==> src/rtl/sysarr_row_serializer_if.sv <==
// Row/element handshake bundle for sysarr_row_serializer: a parallel row goes in,
// one element per shift comes out. master = serializer side, slave = environment side.
interface sysarr_row_serializer_if #(
   parameter int DW = 16,
   parameter int N  = 4
);
   logic [DW*N-1:0] row_in;
   logic            row_valid;
   logic            row_ready;
   logic            shift;
   logic [DW-1:0]   shift_value;
   logic            shift_last;
   logic            shift_stall;
   logic            busy;

   modport master (
      input  row_in,
      input  row_valid,
      input  shift_stall,
      output row_ready,
      output shift,
      output shift_value,
      output shift_last,
      output busy
   );

   modport slave (
      output row_in,
      output row_valid,
      output shift_stall,
      input  row_ready,
      input  shift,
      input  shift_value,
      input  shift_last,
      input  busy
   );
endinterface

==> src/rtl/sysarr_row_serializer.sv <==
// Parallel-row to element-stream serializer, element N-1 first, element 0 last.
// Optional double buffering (zero-bubble back-to-back rows) via SYSARR_SER_DOUBLE_BUF_EN.
module sysarr_row_serializer #(
   parameter int DW = 16,
   parameter int N  = 4
) (
   input  logic                   clk,
   input  logic                   nRST,
   sysarr_row_serializer_if.master bus
);
   localparam int             IW      = (N > 1) ? $clog2(N) : 1;
   localparam logic [IW-1:0]  IDX_TOP = IW'(N - 1);
   localparam logic [IW-1:0]  IDX_ONE = IW'(1);
   localparam logic [IW-1:0]  IDX_ZERO = IW'(0);

   typedef enum logic [0:0] {
      IDLE  = 1'b0,
      DRAIN = 1'b1
   } state_t;

   typedef logic [N-1:0][DW-1:0] row_t;

   state_t        state_r;
   state_t        state_nxt_s;
   logic [IW-1:0] idx_r;
   logic [IW-1:0] idx_nxt_s;
   row_t          active_r;
   row_t          active_nxt_s;
   logic          pending_full_s;

   logic          ready_s;
   logic          accept_s;
   logic          shift_s;
   logic          last_s;
   logic          busy_s;
   logic [DW-1:0] value_s;

`ifdef SYSARR_SER_DOUBLE_BUF_EN
   row_t          pending_r;
   row_t          pending_nxt_s;
   logic          pending_full_r;
   logic          pending_full_nxt_s;

   assign pending_full_s = pending_full_r;
`else
   assign pending_full_s = 1'b0;
`endif

   // Handshake and element-stream outputs derived from the current state.
   always_comb begin
      shift_s = (state_r == DRAIN) && !bus.shift_stall;
      last_s  = shift_s && (idx_r == IDX_ZERO);
      busy_s  = (state_r == DRAIN) || pending_full_s;
      if (state_r == DRAIN) begin
         value_s = active_r[idx_r];
      end else begin
         value_s = {DW{1'b0}};
      end
`ifdef SYSARR_SER_DOUBLE_BUF_EN
      ready_s = !pending_full_s;
`else
      ready_s = (state_r == IDLE);
`endif
      accept_s = bus.row_valid && ready_s;
   end

   assign bus.row_ready   = ready_s;
   assign bus.shift       = shift_s;
   assign bus.shift_value = value_s;
   assign bus.shift_last  = last_s;
   assign bus.busy        = busy_s;

   // Next-state, index and row-buffer update.
   always_comb begin
      state_nxt_s  = state_r;
      idx_nxt_s    = idx_r;
      active_nxt_s = active_r;
`ifdef SYSARR_SER_DOUBLE_BUF_EN
      pending_nxt_s      = pending_r;
      pending_full_nxt_s = pending_full_r;
`endif
      case (state_r)
         IDLE: begin
            if (accept_s) begin
               state_nxt_s  = DRAIN;
               active_nxt_s = bus.row_in;
               idx_nxt_s    = IDX_TOP;
            end else begin
               state_nxt_s = IDLE;
            end
         end
         DRAIN: begin
            if (last_s) begin
`ifdef SYSARR_SER_DOUBLE_BUF_EN
               // Pending row takes priority; a fresh row can only arrive when none is pending.
               if (pending_full_r) begin
                  active_nxt_s       = pending_r;
                  idx_nxt_s          = IDX_TOP;
                  pending_full_nxt_s = 1'b0;
               end else if (accept_s) begin
                  active_nxt_s = bus.row_in;
                  idx_nxt_s    = IDX_TOP;
               end else begin
                  state_nxt_s = IDLE;
               end
`else
               state_nxt_s = IDLE;
`endif
            end else begin
               if (shift_s) begin
                  idx_nxt_s = idx_r - IDX_ONE;
               end else begin
                  idx_nxt_s = idx_r;
               end
`ifdef SYSARR_SER_DOUBLE_BUF_EN
               if (accept_s) begin
                  pending_nxt_s      = bus.row_in;
                  pending_full_nxt_s = 1'b1;
               end else begin
                  pending_full_nxt_s = pending_full_r;
               end
`endif
            end
         end
         default: begin
            state_nxt_s  = IDLE;
            idx_nxt_s    = IDX_ZERO;
            active_nxt_s = '0;
         end
      endcase
   end

   // State, index and active-row registers.
   always_ff @(posedge clk or negedge nRST) begin
      if (!nRST) begin
         state_r  <= IDLE;
         idx_r    <= IDX_ZERO;
         active_r <= '0;
      end else begin
         state_r  <= state_nxt_s;
         idx_r    <= idx_nxt_s;
         active_r <= active_nxt_s;
      end
   end

`ifdef SYSARR_SER_DOUBLE_BUF_EN
   // Pending-row register for the second buffer slot.
   always_ff @(posedge clk or negedge nRST) begin
      if (!nRST) begin
         pending_r      <= '0;
         pending_full_r <= 1'b0;
      end else begin
         pending_r      <= pending_nxt_s;
         pending_full_r <= pending_full_nxt_s;
      end
   end
`endif

endmodule

==> src/flat_wrapper.sv <==
// flat-port wrapper written by rule: the top's interface ports become plain ports
module sysarr_row_serializer_flat 
#(
   parameter int DW = 16,
   parameter int N  = 4
)
  (clk, nRST, bus_row_in, bus_row_valid, bus_shift_stall, bus_row_ready, bus_shift, bus_shift_value, bus_shift_last, bus_busy);
  sysarr_row_serializer_if #(.DW(DW), .N(N)) bus_i ();
  input  logic clk;
  input  logic nRST;
  input wire logic [$bits(bus_i.row_in)-1:0] bus_row_in;
  input wire logic [$bits(bus_i.row_valid)-1:0] bus_row_valid;
  input wire logic [$bits(bus_i.shift_stall)-1:0] bus_shift_stall;
  output wire logic [$bits(bus_i.row_ready)-1:0] bus_row_ready;
  output wire logic [$bits(bus_i.shift)-1:0] bus_shift;
  output wire logic [$bits(bus_i.shift_value)-1:0] bus_shift_value;
  output wire logic [$bits(bus_i.shift_last)-1:0] bus_shift_last;
  output wire logic [$bits(bus_i.busy)-1:0] bus_busy;
  assign bus_i.row_in = bus_row_in;
  assign bus_i.row_valid = bus_row_valid;
  assign bus_i.shift_stall = bus_shift_stall;
  assign bus_row_ready = bus_i.row_ready;
  assign bus_shift = bus_i.shift;
  assign bus_shift_value = bus_i.shift_value;
  assign bus_shift_last = bus_i.shift_last;
  assign bus_busy = bus_i.busy;
  sysarr_row_serializer #(.DW(DW), .N(N)) u_core (.clk(clk), .nRST(nRST), .bus(bus_i));
endmodule
==> config.mk <==
export PLATFORM = sky130hd
export DESIGN_NAME = sysarr_row_serializer_flat
export DESIGN_NICKNAME = d
export VERILOG_FILES = /design/src/rtl/sysarr_row_serializer_if.sv /design/src/rtl/sysarr_row_serializer.sv /design/src/flat_wrapper.sv
export SDC_FILE = /design/constraint.sdc
export NUM_CORES = 1
export LEC_CHECK = 0
export ABC_AREA = 1
export CAP_MARGIN = 30
export CORE_MARGIN = 2
export CORE_UTILIZATION = 48
export CTS_CLUSTER_DIAMETER = 50
export CTS_CLUSTER_SIZE = 40
export DETAILED_ROUTE_END_ITERATION = 7
export GPL_TIMING_DRIVEN = 0
export HOLD_SLACK_MARGIN = 0.02
export PLACE_DENSITY = 0.92
export SETUP_SLACK_MARGIN = 0.05
export SLEW_MARGIN = 10
export SYNTH_ARGS = -nofsm -noshare
export SYNTH_HDL_FRONTEND = slang
export SYNTH_SLANG_ARGS = --single-unit
==> constraint.sdc <==
create_clock -name clk -period 1.8 [get_ports clk]
set_input_delay 0.27 -clock clk [delete_from_list [all_inputs] [get_ports clk]]
set_output_delay 0.27 -clock clk [all_outputs]
set_load 0.01 [all_outputs]
== Word level (Yosys, flattened, before mapping) ==
Index checks and enable logic that the tools add are counted.
Storage, ports and cells
  word-level logic and storage cells: 29
  register bits after elaboration: 67
Cells by class
  bitwise gates (word level): 1
  equal/unequal tests: 3
  magnitude comparators: 1
  add/sub/neg operators: 1
  reductions and logical operators: 7
  mux-type cells: 10
Operators with widths (number)
  binary-select mux 16 bit (select 2 bit): 1
  2-to-1 mux 16 bit: 2
  2-to-1 mux 2 bit: 3
  inequality test 2 bit, second input constant: 2
  case mux 2 bit (2 select lines): 1
  logical AND 1 bit: 3
  < comparator 2 x 3 -> 1 bit, second input constant: 1
  AND reduction 3 bit: 1
  zero test 2 bit: 1
  2-to-1 mux 1 bit: 2
  inequality test 2 x 1 -> 1 bit, second input constant: 1
  case mux 1 bit (2 select lines): 1
  AND reduction 2 bit: 1
  subtractor 2 x 1 -> 2 bit, second input constant: 1
  zero test 1 bit: 1
  NOT 1 bit: 1

== Logic depth before layout (Yosys ltp) ==
Gate-level depths: netlist (run 1).
  depth in word-level cells: 5
  gate-level depth with buffers: 9

== Worst setup path after synthesis (run 1) ==
No wires, ideal clock.
  kind: register to register
  start point: register u_core.idx_r[1]
  end point: register u_core.idx_r[0]
  cell stages (with the launch flop): 10
  arrival time: 1266 ps
  path buffers: 2
  required time: 1683 ps
  slack: 417 ps
  cells stage by stage: dfrtp_1 buf_2 inv_2 buf_2 ha_1 inv_1 nand3_1 nand2_1 nor2_1 nor2_1
Between the ends
  word-level cells in the longest chain between the ends: 4
RTL lines
  start, declared: line sysarr_row_serializer.sv:25  | logic [IW-1:0] idx_r;
  start signal, assigned: line sysarr_row_serializer.sv:141  | idx_r <= idx_nxt_s;
  zero test 2 bit: line sysarr_row_serializer.sv:52  | last_s = shift_s && (idx_r == IDX_ZERO);
  logical AND 1 bit: line sysarr_row_serializer.sv:52
  inequality test 2 bit (no line)
  AND reduction 3 bit (no line)
No other way between the ends.
A chain may end at the register's enable or synchronous reset.

== Worst setup path after layout (run 1) ==
  start point: register u_core.idx_r[0]
  end point: output port bus_shift_value[2]
Between the ends
  word-level cells in the longest chain between the ends: 3
RTL lines
  binary-select mux 16 bit (select 2 bit): line sysarr_row_serializer.sv:55  | value_s = active_r[idx_r];
  2-to-1 mux 16 bit (implied by the code): line sysarr_row_serializer.sv:55
  2-to-1 mux 16 bit: line sysarr_row_serializer.sv:54  | if (state_r == DRAIN) begin
  end, declared: line flat_wrapper.sv:16  | output wire logic [$bits(bus_i.shift_value)-1:0] bus_shift_value;
No other way between the ends. The select of a mux whose other input is x is not followed.

==> key figures, run 1 <==
Clock tree
  – TritonCTS clock tree: built
  – Cts hold-fix bufs: 0
  – CTS Buffer Depth: 2
  – Clock Latency Late Sink: 0.36 ns
  – Cts bufs inserted: 9
  – Reg clk slew, reported paths: 0.08 ns
  – Clk sinks: 67
  – H-tree level count: 3
  – Root buf cell: clkbuf_8

Logic synthesis
  – Post-Synth XOR/XNOR Area: 0%
  – Post-synthesis sequential area ratio: 52.3%
  – Unique cell type count in the Yosys netlist: 16
  – Synthesized net count: 485
  – Synth Area in Compound Gates: 12.8%
  – Cells after synthesis: 416
  – Main combinational cell family by area after synthesis: simple AND/OR/NAND/NOR gates
  – Post-Synth Adder-Cell Area: 0.390%
  – Netlist Area Pre-Place: 3210 um^2
  – Mux cell area share after synthesis: 0%
  – Synth Area in Simple Gates: 21.3%
  – Syn. warnings: 0
  – Mapped Avg Cell Area: 7.71 um^2
  – Yosys reg bits: 67

Timing
  – Max Transition Viols Final: 0
  – Post-route clock period utilization: 109%
  – Worst Clk Skew: 0.00680 ns
  – Worst Slack Setup Final: -0.164 ns
  – Slew @ Worst Pin: 0.857 ns
  – Achievable Freq: 0.509 GHz
  – Max_slew headroom: 42.9%
  – Final hold vios: 0
  – # setup viols final: 14
  – Min cycle time layout: 1.96 ns
  – RSZ-0062 raised after global routing: true
  – Hold slack: 0.0120 ns

Floorplanning
  – IO Count: 88
  – Initial core utilization: 49.9%
  – Die Y: 85.7 um
  – Die X: 85.7 um
  – Core ar.: 6420 um^2
  – Row cnt: 29
  – Die Area: 7350 um^2

Detailed routing
  – Drt total wl: 12,500 um
  – Routed via count: 3,629
  – Via/cell ratio: 5.99
  – First-pass detailed-route iteration total: 7
  – ANT nets after route: 0
  – DR iter-0 viols: 595
  – DRC Markers: 5
  – Routed WL per cell: 20.5 um

Setup path
  – R2R depth: 7
  – Worst Path Class, Setup: reg2out
  – Flop-to-flop setup slack: 0.27 ns
  – Startpoint types: register
  – Terminus of the critical flop-to-flop path: u_core.active_r[22]
  – Crit path DAT: 1.69 ns
  – Slowest CP cell: dfrtp_1
  – CP top delay family: buffers and inverters
  – CP Buf/Inv Count: 4
  – Crit-path most repeated cell: buf_6
  – Critical path's largest stage delay: 0.34 ns
  – Worst setup EP type: output port
  – WP data required: 1.53 ns
  – Crit path from: u_core.idx_r[0]
  – CP cell instances: buf_6 -> inv_8 -> buf_6 -> nand2_1 -> nand3_2 -> a21oi_2 -> buf_2
  – Worst-path fanout max: 10
  – Reg2Reg Launch Point: u_core.bus.busy

Finish
  – Inserted Diodes: 0
  – Fill cells: 366
  – Fin nets: 594
  – Area growth, synth to finish: 51.9%
  – Share of cells above drive strength 1: 24.4%

Power
  – Leak: 2.45 nW
  – VDD IR max: 1.25 mV
  – Power Dens Cells: 1880 nW/um^2

Job
  – Max Cap Violations: 0

Outcome
  – Outcome: finished with violations
  – Failing checks: DRC, setup timing

GRT
  – Initial antenna violation count: 0
  – Gr ovfl total: 0
  – Largest net degree at the start of global routing: 68
  – First-pass GRT wire length: 18,200 um
  – Tot GR Track Use: 33.5%
  – Vias in the first global route: 3,626

Place
  – Placement Setup Slack: -0.332 ns
  – Hpwl dp: 6600 um
  – GPL Wtd Cong: 0.930
  – PortBufs: 87

Min path
  – HP Class: in2async
state kept, by name, summed over array words and instances, names as in the netlist:
| register | cells |
|---|---|
| u_core.active_r | 64 |
| u_core.bus.busy | 1 |
| u_core.idx_r | 2 |
power by group:
group | switching (mW) | total, mW | internal [mW] | leakage, nW
combinational | 3.16 | 5.33 | 2.18 | 1.64
clock | 0.590 | 1.40 | 0.813 | 0.104
sequential | 0.261 | 2.43 | 2.17 | 0.709
total | 4.01 | 9.17 | 5.16 | 2.45
final cells by class:
class	count	area, um^2	area share [%]
Clock inverter	2	60.1	1.23
Timing Repair Buffer	98	951	19.5
Sequential cell	67	1680	34.4
Inverter	71	289	5.93
Clock buffer	13	149	3.06
Multi-Input combinational cell	253	1380	28.2
Tap cell	77	96.3	1.98
Buffer	25	274	5.62
cells by family after synthesis:
family / Yosys count
buffers and inverters: 96
adder cells (fa/ha/maj): 1
AO/OA/AOI/OAI: 82
AND/OR/NAND/NOR: 170
flip-flops: 67
through the flow:
step / power, mW / utilization (%) / instances / area, um^2 / setup TNS [ns]
after floorplan: 4.56 / - / 416 / 3210 / 0
after global placement: 6.02 / 65.0 / 580 / 4170 / -112.14
after detailed placement: 6.21 / 65.0 / 580 / 4170 / -4.29
after CTS: 8.37 / 74.0 / 606 / 4750 / -0.307
after global routing: 9.57 / 75.9 / 606 / 4870 / -1.58
final: 9.17 / 75.9 / 606 / 4870 / -0.904
how the worst max path moves through the flow:
stage	endpoint	slack [ns]	cells after the start
global placement	u_core.active_r[4]	-1.62	1
floorplan	u_core.idx_r[0]	0.42	9
detailed placement	bus_shift_value[2]	-0.33	6
global route	bus_shift_value[2]	-0.23	7
CTS	bus_shift_value[11]	-0.06	8
finish	bus_shift_value[2]	-0.16	7
Yosys cell counts, drive strengths merged:
| cell type | n | area, um^2 |
|---|---|---|
| nor2 | 68 | 255 |
| a21oi | 80 | 400 |
| nand3 | 33 | 165 |
| o21ai | 2 | 10.0 |
| inv | 71 | 269 |
| clkbuf | 4 | 15.0 |
| dfrtp | 67 | 1680 |
| buf | 21 | 141 |
| ha | 1 | 12.5 |
| nand2 | 69 | 262 |
routing by layer:
metal / up-vias / wire length [um] / GRT usage [%]
met2: 340 / 5730 / 53.1
met1: 1697 / 4250 / 39.8
met4: 0 / 979 / 22.8
met5: - / 0 / 0
met3: 94 / 1500 / 9.05
li1: 1498 / - / -
placed cells by master, fill, tap and decap left out, drive strengths merged:
cell	n
dlygate4sd2	2
dfrtp	67
clkbuf	18
clkdlybuf4s50	67
bufinv	2
nand2	69
buf	49
nor2	68
nand3	33
clkinv	1
a21oi	80
ha	1
inv	70
o21ai	2
repair_timing:
action	4_1_cts	5_1_grt
cloned	3	0
pin swaps	21	12
setup buffers	8	0
setup endpoints to repair	19	17
gates resized for setup	149	31
No activity file was read; power rests on OpenSTA's default activity.
==> run 2: changes to the inputs <==
--- a/config.mk
+++ b/config.mk
@@ -7,8 +7,10 @@
 export LEC_CHECK = 0
 export ABC_AREA = 1
 export CAP_MARGIN = 30
+export CELL_PAD_IN_SITES_DETAIL_PLACEMENT = 0
+export CELL_PAD_IN_SITES_GLOBAL_PLACEMENT = 2
 export CORE_MARGIN = 2
-export CORE_UTILIZATION = 48
+export CORE_UTILIZATION = 27
 export CTS_CLUSTER_DIAMETER = 50
 export CTS_CLUSTER_SIZE = 40
 export DETAILED_ROUTE_END_ITERATION = 7
==> run 2 against run 1 <==
The run ends with DRC left; critical path type unchanged; first-iteration DRC count decreased by 79%; sequential cell count unchanged; die area increased by 74%; non-clock buffer count decreased by 4; routed wire length decreased by 22%; combinational power decreased by 14%; critical path depth decreased by 1; register-to-register slack improved by 0.19 ns; worst setup slack improved by 0.18 ns; hold slack improved by 0.047 ns; utilization decreased by 34 points; global-route usage decreased by 18 points.
==> key figures, run 2 (synthesis results as in run 1) <==
Outcome
  – Outcome: finished with violations (unchanged)
  – Failing checks: DRC (was DRC, setup timing)

Setup path
  – CP top delay family: buffers and inverters (unchanged)
  – Slowest CP cell: dfrtp_1 (unchanged)
  – CP Buf/Inv Count: 3 (was 4)
  – Worst Path Class, Setup: reg2out (unchanged)
  – Startpoint types: register (unchanged)
  – Critical Path Stages: 6 (was 7)
  – WP data required: 1.53 ns (about the same)
  – R2R depth: 9 (was 7)
  – CP cell instances: buf_6 -> buf_6 -> nand2_1 -> nand3_2 -> a21oi_2 -> buf_2 (was buf_6 -> inv_8 -> buf_6 -> nand2_1 -> nand3_2 -> a21oi_2 -> buf_2)
  – Crit-path most repeated cell: buf_6 (unchanged)
  – Worst-path fanout max: 10 (unchanged)
  – Crit path DAT: 1.52 ns (was 1.69 ns)
  – Critical path's largest stage delay: 0.37 ns (was 0.34 ns)
  – Worst setup EP type: output port (unchanged)

Clock tree
  – Clock Latency Late Sink: 0.32 ns (was 0.36 ns)
  – CTS Buffer Depth: 2 (unchanged)
  – Clk sinks: 67 (unchanged)
  – Root buf cell: clkbuf_16 (was clkbuf_8)
  – Cts bufs inserted: 9 (unchanged)
  – H-tree level count: 3 (unchanged)
  – Reg clk slew, reported paths: 0.05 ns (was 0.08 ns)
  – TritonCTS clock tree: built (unchanged)

Detailed routing
  – DRC Markers: 5 (unchanged)
  – Drt total wl: 9760 um (was 12,500 um)
  – ANT nets after route: 0 (unchanged)
  – Via/cell ratio: 4.47 (was 5.99)
  – First-pass detailed-route iteration total: 6 (was 7)
  – DR iter-0 viols: 125 (was 595)
  – Routed WL per cell: 14.6 um (was 20.5 um)
  – Routed via count: 2,988 (was 3,629)

Timing
  – Max Transition Viols Final: 0 (unchanged)
  – RSZ-0062 raised after global routing: true (unchanged)
  – Slew @ Worst Pin: 0.839 ns (was 0.857 ns)
  – Final hold vios: 0 (unchanged)
  – Min cycle time layout: 1.79 ns (was 1.96 ns)
  – # setup viols final: 0 (was 14)
  – Post-route clock period utilization: 99.2% (was 109%)
  – Worst Clk Skew: 0.00437 ns (was 0.00680 ns)
  – Achievable Freq: 0.560 GHz (was 0.509 GHz)
  – Max_slew headroom: 44.0% (was 42.9%)

Power
  – Leak: 2.42 nW (was 2.45 nW)
  – Tot Pwr: 8.54 mW (was 9.17 mW)
  – Internal: 5.10 mW (was 5.16 mW)
  – Seq pwr share: 27.6% (was 26.5%)
  – VDD IR max: 0.624 mV (was 1.25 mV)
  – Sw frac: 40.3% (was 43.7%)
  – Switching Power: 3.45 mW (was 4.01 mW)
  – Logic gate share of total power: 53.5% (was 58.2%)
  – Power Dens Cells: 1750 nW/um^2 (was 1880 nW/um^2)
  – Clock network fraction of design power: 18.9% (was 15.3%)

Floorplanning
  – Core ar.: 11,500 um^2 (was 6420 um^2)
  – Die X: 113 um (was 85.7 um)
  – Row cnt: 39 (was 29)
  – Die Y: 113 um (was 85.7 um)
  – IO Count: 88 (unchanged)
  – Initial core utilization: 27.8% (was 49.9%)
  – Die Area: 12,800 um^2 (was 7350 um^2)

GRT
  – Vias in the first global route: 3,127 (was 3,626)
  – Tot GR Track Use: 15.7% (was 33.5%)
  – First-pass GRT wire length: 15,500 um (was 18,200 um)
  – Initial antenna violation count: 0 (unchanged)
  – Gr ovfl total: 0 (unchanged)
  – Largest net degree at the start of global routing: 68 (unchanged)

Finish
  – Fin nets: 590 (was 594)
  – Area growth, synth to finish: 52.1% (was 51.9%)
  – Share of cells above drive strength 1: 24.4% (about the same)
  – Commonest cells after routing, fill and taps aside: 68 x inv_1, 68 x nor2_1, 67 x clkdlybuf4s50_1, 66 x dfrtp_1, 64 x a21oi_1 (was 68 x nor2_1, 67 x inv_1, 67 x clkdlybuf4s50_1, 66 x dfrtp_1, 64 x a21oi_1)
  – Fin util: 42.4% (was 75.9%)
  – Largest Register: u_core.active_r (unchanged)
  – Max reg flops: 64 (unchanged)
  – Inserted Diodes: 0 (unchanged)

Job
  – Max Cap Violations: 0 (unchanged)

Place
  – Hpwl dp: 7420 um (was 6600 um)
  – PortBufs: 87 (unchanged)
  – GPL Wtd Cong: 0.847 (was 0.930)

Min path
  – HP Class: in2async (unchanged)
==> run 2: final cells by class <==
class | count | area (um^2)
plain buffers | 25 | 275
repair buffers | 94 | 845
well taps | 143 | 179
clock inverters | 2 | 10.0
flip-flops and latches | 67 | 1680
fillers | 1180 | 6640
clock buffers | 13 | 270
multi-input cells | 253 | 1340
inverters | 71 | 282
==> run 2: timing repair <==
item | CTS | global route
buffers inserted | 4 | 1
endpoints found under the setup margin | 19 | 18
hold buffers | 0 | 0
pin swaps | 19 | 11
gates cloned | 2 | 0
resized for setup | 142 | 27
==> run 2: path summary, 6_finish.rpt <==
path	slack (ns)	startpoint	end
worst min-delay path	0.06	nRST	u_core.active_r[0]
worst max-delay path	0.01	u_core.idx_r[0]	bus_shift_value[0]
max in group asynchronous	1.15	nRST	u_core.bus.busy
worst min register to register	0.51	u_core.active_r[51]	u_core.active_r[51]
min in group clk	0.51	u_core.active_r[51]	u_core.active_r[51]
worst max register to register	0.46	u_core.idx_r[0]	u_core.idx_r[0]
==> run 2: power by group through the flow <==
stage                     clock network (mW)  registers (mW)  logic, mW
final                                   1.61            2.36       4.57
after detailed placement                   0            2.37       3.96
after global routing                    1.71            2.42       5.00
after CTS                               1.64            2.35       4.38
after floorplan                            0            2.33       2.23
after global placement                     0            2.35       3.88
==> run 2: layer usage <==
layer	share of wire (%)	wire, um	track usage, %	vias up
li1	-	-	-	1490
met1	43	4190	20.1	1410
met2	50	4860	26.6	72
met3	5.3	518	3.05	16
met4	1.9	184	5.85	0
met5	0	0	0	-
==> run 2: metrics by stage <==
step	instances	setup TNS (ns)	setup slack [ns]	area [um^2]	hold WS (ns)
floorplan	416	0	0.417	3210	-0.0256
global placement	646	-113.22	-1.63	4260	0.492
detailed placement	646	-4.41	-0.316	4250	0.430
CTS	667	0	0.0109	4770	0.0883
global route	668	-0.332	-0.0438	4880	0.135
finish	668	0	0.0144	4880	0.0593
